[src/rtl/apa102_out.sv]
// APA102 frame transmitter: start frame of zeros, NUM_LEDS snapshot words MSB first, end frame of ones.
// Optional APA102_OUT_GLOBAL_BRIGHTNESS_EN adds global_brightness and overrides each LED word's top byte.
`timescale 1ns/1ps

module apa102_out #(
  parameter int NUM_LEDS = 7,
  parameter int CLK_DIV  = 4
) (
  input  logic                     clk,
  input  logic                     rst_n,
  input  logic [32*NUM_LEDS-1:0]   data_in,
  input  logic                     start,
`ifdef APA102_OUT_GLOBAL_BRIGHTNESS_EN
  input  logic [4:0]               global_brightness,
`endif
  output logic                     sck,
  output logic                     sda,
  output logic                     busy,
  output logic                     done
);

  localparam int DATA_BITS  = 32 * NUM_LEDS;
  localparam int TOTAL_BITS = 32 * (NUM_LEDS + 2);
  localparam int CNT_W      = $clog2(TOTAL_BITS) + 1;
  localparam int DIV_W      = (CLK_DIV > 1) ? $clog2(CLK_DIV) : 1;

  localparam logic [CNT_W-1:0] START_END = CNT_W'(32);
  localparam logic [CNT_W-1:0] DATA_END  = CNT_W'(32 + DATA_BITS);
  localparam logic [CNT_W-1:0] LAST_BIT  = CNT_W'(TOTAL_BITS - 1);
  localparam logic [DIV_W-1:0] DIV_MAX   = DIV_W'(CLK_DIV - 1);

  typedef enum logic [2:0] {
    ST_IDLE,
    ST_START,
    ST_DATA,
    ST_END,
    ST_DONE
  } state_t;

  state_t                 state;
  logic [DIV_W-1:0]       div_cnt;
  logic [CNT_W-1:0]       bit_cnt;
  logic [CNT_W-1:0]       next_cnt;
  logic [DATA_BITS-1:0]   shreg;
  logic [DATA_BITS-1:0]   load_word;

  assign next_cnt = bit_cnt + CNT_W'(1);

  // Word image captured at accept; the brightness option rewrites each LED's header byte.
  always_comb begin
    load_word = data_in;
`ifdef APA102_OUT_GLOBAL_BRIGHTNESS_EN
    for (int i = 0; i < NUM_LEDS; i++) begin
      load_word[32*i +: 32] = {3'b111, global_brightness, data_in[32*i +: 24]};
    end
`endif
  end

  always_ff @(posedge clk or negedge rst_n) begin
    if (!rst_n) begin
      state   <= ST_IDLE;
      div_cnt <= '0;
      bit_cnt <= '0;
      shreg   <= '0;
      sck     <= 1'b0;
      sda     <= 1'b0;
      busy    <= 1'b0;
      done    <= 1'b0;
    end else begin
      case (state)
        ST_IDLE: begin
          div_cnt <= '0;
          done    <= 1'b0;
          if (start) begin
            shreg   <= load_word;
            bit_cnt <= '0;
            sck     <= 1'b0;
            sda     <= 1'b0;
            busy    <= 1'b1;
            state   <= ST_START;
          end
        end

        ST_START, ST_DATA, ST_END: begin
          if (div_cnt != DIV_MAX) begin
            div_cnt <= div_cnt + DIV_W'(1);
          end else begin
            div_cnt <= '0;
            if (!sck) begin
              sck <= 1'b1;
            end else begin
              // Falling edge: either finish the frame or present the next bit.
              sck <= 1'b0;
              if (bit_cnt == LAST_BIT) begin
                bit_cnt <= '0;
                sda     <= 1'b0;
                busy    <= 1'b0;
                done    <= 1'b1;
                state   <= ST_DONE;
              end else begin
                bit_cnt <= next_cnt;
                if (state == ST_DATA) begin
                  shreg <= shreg << 1;
                end
                if (next_cnt == START_END) begin
                  sda   <= shreg[DATA_BITS-1];
                  state <= ST_DATA;
                end else if (next_cnt == DATA_END) begin
                  sda   <= 1'b1;
                  state <= ST_END;
                end else if (state == ST_DATA) begin
                  sda <= shreg[DATA_BITS-2];
                end
              end
            end
          end
        end

        ST_DONE: begin
          div_cnt <= '0;
          done    <= 1'b0;
          state   <= ST_IDLE;
        end

        default: begin
          state <= ST_IDLE;
        end
      endcase
    end
  end

endmodule
[config.mk]
export PLATFORM = sky130hd
export DESIGN_NAME = apa102_out
export DESIGN_NICKNAME = d
export VERILOG_FILES = /design/src/rtl/apa102_out.sv
export SDC_FILE = /design/constraint.sdc
export NUM_CORES = 1
export LEC_CHECK = 0
export ABC_AREA = 1
export CORE_MARGIN = 4
export CORE_UTILIZATION = 40
export DETAILED_ROUTE_END_ITERATION = 6
export PLACE_DENSITY = 0.74
export SKIP_LAST_GASP = 1
export SLEW_MARGIN = 0
export SYNTH_ARGS = -nofsm -noshare
export SYNTH_HDL_FRONTEND = slang
export SYNTH_SLANG_ARGS = --single-unit
[constraint.sdc]
create_clock -name clk -period 5 [get_ports clk]
set_clock_uncertainty 0.05 [all_clocks]
set_input_delay 0.5 -clock clk [delete_from_list [all_inputs] [get_ports clk]]
set_output_delay 0.5 -clock clk [all_outputs]
set_load 0.05 [all_outputs]
==> out/qor.txt, run 1 <==
run status - finished, final reports clean
number of buffers added for setup after CTS - 0
fmax - 0.341 GHz
number of max-slew violations in the final report - 0
critical path endpoint category - flop
final RePlAce weighted congestion - 0.853
Inserted Diodes - 0
Worst Min Path Start - sda
die outline area - 32,900 um2
Max-slew headroom - 39.6%
total cell area at the placement stage - 14,500 um2
I/O pin count - 231
number of H-tree branching levels - 1
proportion of synthesized chip area in sequential cells - 50.5%
global-route wire length before repair - 47.3 mm
Initial Utilization - 40.6%
critical path class - flop to flop
total negative slack - 0 ns
number of sinks driven by the clock tree - 243
total of flip-flops plus latches after synthesis - 243
initial antenna violation count - 0
cell row count - 63
net count after synthesis - 1,857
met3 track demand over resource - 3.41%
launching element of the worst setup path - state[1]
Final Cycle Share - 58.6%
clock tree root driver cell - sky130_fd_sc_hd__clkbuf_16
data required time of the worst path - 5.37 ns
global routing's busiest layer - met1
average wire per standard cell - 12.7 um
final-report setup violation count - 0
clock-pin slew reported for the worst setup and hold paths after clock tree synthesis - 0.05 ns
Die X-Extent - 182 um
warnings from Yosys - 0
length of the first detailed-routing pass in iterations - 5
total leakage power - 6.85 nW
post-synthesis instance area - 12,000 um2
total count of hold-check failures in the final report - 0
Num CTS Buffers - 27
peak supply drop - 0.301 mV
layout overhead on the synthesized area - 27.6%
slew at the pin closest to its max-slew limit - 0.906 ns
RR Startpoint - state[1]
post-layout net count - 2,026
GR met1 Demand/Resource - 25.5%
type of the most critical hold path - flop to flop
startpoint type of the worst setup path - flop
number of vias per cell after detailed routing - 4.78
number of nets with antenna violations after routing - 0
all-layer global routing usage - 16.5%
clock tree from TritonCTS - done
clock buffer depth - 3
# Max-Cap Violations - 0
Detailed Place HPWL - 18.4 mm
count of buffers from port buffering - 230
Cell Pwr Density - 566 nW/um2
number of distinct standard cells referenced by the synthesized netlist - 24
later-pin clock latency in the skew report - 0.53 ns
vias in the first global route - 9,781
maximum number of pins on one net before global-route repair - 203
post-route cell area - 15,400 um2
Die Y-Extent - 182 um
total grt overflow - 0
Residual DRC - 0
final WL - 27.9 mm
final critical path time including I/O delays and setup - 2.93 ns
via count - 10,600
Starting DRT DRC Count - 892
Synth Instances - 1,628
arrival time reported for the critical path endpoint - 3.30 ns
RSZ-0062 raised after global routing - false
highest net fanout along the worst path - 202
ratio of cells with drive above 1 in the final layout - 3.14%
met2 track demand over resource in global routing - 24.5%
Avg Inst Size Synth - 7.40 um2
area of the core - 29,600 um2
cell type report:
cell class | count | area, um2
timing repair buffer | 239 | 2440
sequential | 243 | 6080
fill | 2836 | 14300
tap | 390 | 488
inverter | 249 | 942
multi-input combinational | 1037 | 4570
clock buffer | 39 | 771
clock inverter | 10 | 78.8
stage by stage:
step	power (W)	hold WS [ns]	util [%]	worst slack, ns	std cells
floorplan	0.00600	0.154	-	3.08	1628
global placement	0.00668	0.418	49.0	2.00	2157
detailed placement	0.00682	0.429	49.0	1.95	2157
CTS	0.00879	0.443	51.9	2.03	2207
global route	0.00957	0.468	51.9	1.81	2207
finish	0.00869	0.438	51.9	2.07	2207
synth_stat cells, drive strengths merged:
| master | count | area, um2 |
|---|---|---|
| nor3 | 1 | 5.00 |
| nand2 | 522 | 1960 |
| a22o | 1 | 8.76 |
| nand3 | 20 | 100 |
| ha | 2 | 25.0 |
| o21ai | 452 | 2270 |
| nand4 | 3 | 18.8 |
| clkbuf | 52 | 195 |
| a21oi | 2 | 21.3 |
| o22ai | 7 | 43.8 |
| inv | 248 | 931 |
| nor2 | 24 | 92.6 |
| dfrtp | 243 | 6080 |
| clkinv | 1 | 3.75 |
| o31ai | 2 | 15.0 |
| buf | 47 | 264 |
| nor4 | 1 | 12.5 |
layout by cell type, fill, tap and decap left out, drive strengths merged, types with 3 or more instances in the layout:
master         count
o21ai            452
clkinv             9
o22ai              7
clkdlybuf4s50    229
inv              249
clkbuf            39
nand4              3
dfrtp            243
nand2            522
buf                9
nand3             20
nor2              24
logic make-up (layout without fill, tap and decap cells):
family                     count (synthesis)  in the layout  synth area share (%)
and+or+nand+nor                          571            571                  18.2
AOI/OAI and AO/OA                        464            464                  19.6
buffers and inverters                    348            537                  11.6
DFF                                      243            243                  50.5
adders and majority gates                  2              2                 0.208
routing by layer:
layer  vias to the layer above  wire, um  share of wire [%]
met5                         -         0                  0
met4                         0       336                1.2
met3                        28      1960                7.0
met2                       277     11900                 43
met1                      4822     13700                 49
li1                       5423         -                  -
power by group:
part           switching, W  internal (W)
sequential         0.000258       0.00285
combinational       0.00245       0.00123
clock              0.000789       0.00112
total               0.00349       0.00520
worst paths after layout:
| kind | cells after the start | end | slack [ns] |
|---|---|---|---|
| hold / removal | 2 | sda | 0.44 |
| min in group asynchronous | 2 | shreg[151] | 0.49 |
| max in group asynchronous | 3 | shreg[43] | 3.29 |
| hold reg to reg | 2 | sda | 0.44 |
| setup reg to reg | 6 | bit_cnt[2] | 2.07 |
| setup / recovery | 6 | bit_cnt[2] | 2.07 |
sequential cells by signal, indices dropped and copies added (netlist names):
| signal | cells |
|---|---|
| sck | 1 |
| busy | 1 |
| state | 3 |
| sda | 1 |
| div_cnt | 2 |
| shreg | 224 |
| bit_cnt | 10 |
| done | 1 |
critical path: stages (launching register included):
cell and delay [ns]:
sky130_fd_sc_hd__dfrtp_1 0.41, sky130_fd_sc_hd__nor2_2 0.09, sky130_fd_sc_hd__nor2_1 0.61, sky130_fd_sc_hd__inv_8 0.48, sky130_fd_sc_hd__nor2_1 0.54, sky130_fd_sc_hd__nand2_1 0.34
sky130_fd_sc_hd__o31ai_1 0.30
what timing repair did:
action	CTS	global route
setup endpoints to repair	0	0
resized for setup	0	0
hold buffers	1	0
endpoints found under the hold margin	84	0
No activity file was read; power rests on OpenSTA's default activity.
==> run 2, diff against run 1 <==
clock period = 3.04 ns   (was 5 ns; I/O delays follow)
==> run 2 against run 1 <==
Worst setup slack lost 1.7 ns. Hold slack lost 0.15 ns. Cell count grew 0.54%. Wire length grew 0.79%. Critical path depth grew 9. Die area is the same. Critical endpoint is now shreg[222]. Largest power group unchanged.
==> out/qor.txt, run 2 (same netlist as run 1, synthesis figures left out) <==
clock tree root driver cell - sky130_fd_sc_hd__clkbuf_16
total negative slack - 0 ns
cells along the critical path - nor2_2 -> inv_1 -> nor2_1 -> inv_1 -> nand2_1 -> nand2_1 -> clkinv_1 -> nand2_1 -> inv_2 -> o21ai_2 -> a21oi_4 -> buf_12 -> buf_4 -> nand2_1 -> o21ai_0
part of the power in registers - 34.9%
average wire per standard cell - 12.7 um
most repeated library cell on the critical path - sky130_fd_sc_hd__nand2_1
count of buffers from port buffering - 230
Die X-Extent - 182 um
critical path endpoint category - flop
arrival time reported for the critical path endpoint - 3.06 ns
ratio of cells with drive above 1 in the final layout - 3.99%
Initial Utilization - 40.6%
final WL - 28.2 mm
slew at the pin closest to its max-slew limit - 0.627 ns
final-report setup violation count - 0
Num CTS Buffers - 27
terminus of the critical flop-to-flop path - shreg[222]
internal power - 0.00886 W
Max-slew headroom - 58.2%
I/O pin count - 231
type of the most critical hold path - input port to asynchronous set/reset pin
Final Cycle Share - 87.9%
Inserted Diodes - 0
length of the first detailed-routing pass in iterations - 5
net switching power figure - 0.00581 W
family with the most delay on the worst path - buffers and inverters
startpoint type of the worst setup path - flop
total grt overflow - 0
Detailed Place HPWL - 19.0 mm
registers with the most flip-flops - shreg (224), bit_cnt (10), state (3)
Cell Pwr Density - 941 nW/um2
register ranked first by flip-flop count - shreg
number of buffers added for setup after CTS - 0
vias in the first global route - 9,994
area of the core - 29,600 um2
number of max-slew violations in the final report - 0
die outline area - 32,900 um2
final critical path time including I/O delays and setup - 2.67 ns
met2 track demand over resource in global routing - 25.9%
initial antenna violation count - 1
later-pin clock latency in the skew report - 0.53 ns
Slowest-stage cell, CP - sky130_fd_sc_hd__dfrtp_1
layout overhead on the synthesized area - 29.4%
number of H-tree branching levels - 1
Starting DRT DRC Count - 862
RR Startpoint - state[1]
total count of hold-check failures in the final report - 0
global-route wire length before repair - 47.2 mm
post-layout net count - 2,037
share of power burned in combinational logic - 42.6%
clock network fraction of total power - 22.4%
run status - finished, final reports clean
Buf/Inv on CP - 6
highest-count cells in the layout ignoring fill and taps - sky130_fd_sc_hd__nand2_1 (522), sky130_fd_sc_hd__o21ai_0 (343), sky130_fd_sc_hd__inv_1 (246)
Die Y-Extent - 182 um
most frequent standard cell in the layout excluding fill and tap cells - sky130_fd_sc_hd__nand2_1
number of vias per cell after detailed routing - 4.77
peak supply drop - 0.437 mV
total leakage power - 6.96 nW
net switching fraction of the power - 39.6%
# placed instances - 2,168
worst reg2reg setup slack - 0.37 ns
fmax - 0.374 GHz
number of nets with antenna violations after routing - 0
maximum number of pins on one net before global-route repair - 152
GR met1 Demand/Resource - 24.1%
cell row count - 63
data required time of the worst path - 3.43 ns
non-filler cells, final - 2,219
cells on worst reg2reg path - 15
largest stage delay on the critical path - 0.42 ns
highest net fanout along the worst path - 39
via count - 10,600
critical path class - flop to flop
all-layer global routing usage - 16.5%
RSZ-0062 raised after global routing - false
met3 track demand over resource - 3.25%
clock tree from TritonCTS - done
final RePlAce weighted congestion - 0.846
Residual DRC - 0
global routing's busiest layer - met2
# Max-Cap Violations - 0
total power - 0.0147 W
clock-pin slew reported for the worst setup and hold paths after clock tree synthesis - 0.06 ns
clock buffer depth - 3
number of sinks driven by the clock tree - 243
number of flip-flops under the largest register name - 224
-- run 2: worst max-delay path by stage --
stage	start	to	slack, ns	cells after the start
6_report	state[1]	shreg[222]	0.37	15
3_5_place_dp	state[1]	shreg[222]	0.43	15
4_1_cts	state[1]	shreg[222]	0.40	15
5_1_grt	state[1]	shreg[40]	0.13	15
3_3_place_gp	start	shreg[222]	0.47	13
2_1_floorplan	state[1]	shreg[103]	1.12	15
-- run 2: what timing repair did --
action	in CTS	in global routing
resized for setup	0	0
hold buffers	1	0
hold endpoints to repair	75	0
-- run 2: metrics by stage --
stage	utilization, %	hold WS (ns)	worst slack [ns]	instance area, um2
after floorplan	-	-0.0416	1.12	12000
after global placement	49.5	0.280	0.473	14700
after detailed placement	49.5	0.283	0.427	14700
after CTS	52.6	0.307	0.399	15600
after global routing	52.6	0.337	0.125	15600
final	52.6	0.285	0.369	15600
-- run 2: power by group through the flow --
stage / sequential, W / combinational, W / clock [W]
finish: 0.00512 / 0.00625 / 0.00329
global route: 0.00526 / 0.00733 / 0.00351
CTS: 0.00513 / 0.00632 / 0.00338
detailed placement: 0.00518 / 0.00624 / 0
global placement: 0.00512 / 0.00608 / 0
floorplan: 0.00510 / 0.00478 / 0
-- run 2: area by class of cell --
type                    count  area, um2
fillers                  2812      14100
flip-flops and latches    243       6080
multi-input cells        1037       4570
repair buffers            250       2600
inverters                 249        942
clock buffers              35        756
well taps                 390        488
clock inverters            15        154
-- run 2: metal layers --
metal	wire, um	vias to the layer above
li1	-	5464
met1	13500	4766
met2	12200	314
met3	1840	46
met4	564	2
met5	12	-
==> run 3, diff against run 2 <==
TNS_END_PERCENT = 100   (was unset)
==> results of run 3 <==
Final layout, timing and power as in run 2 (identical DEF).
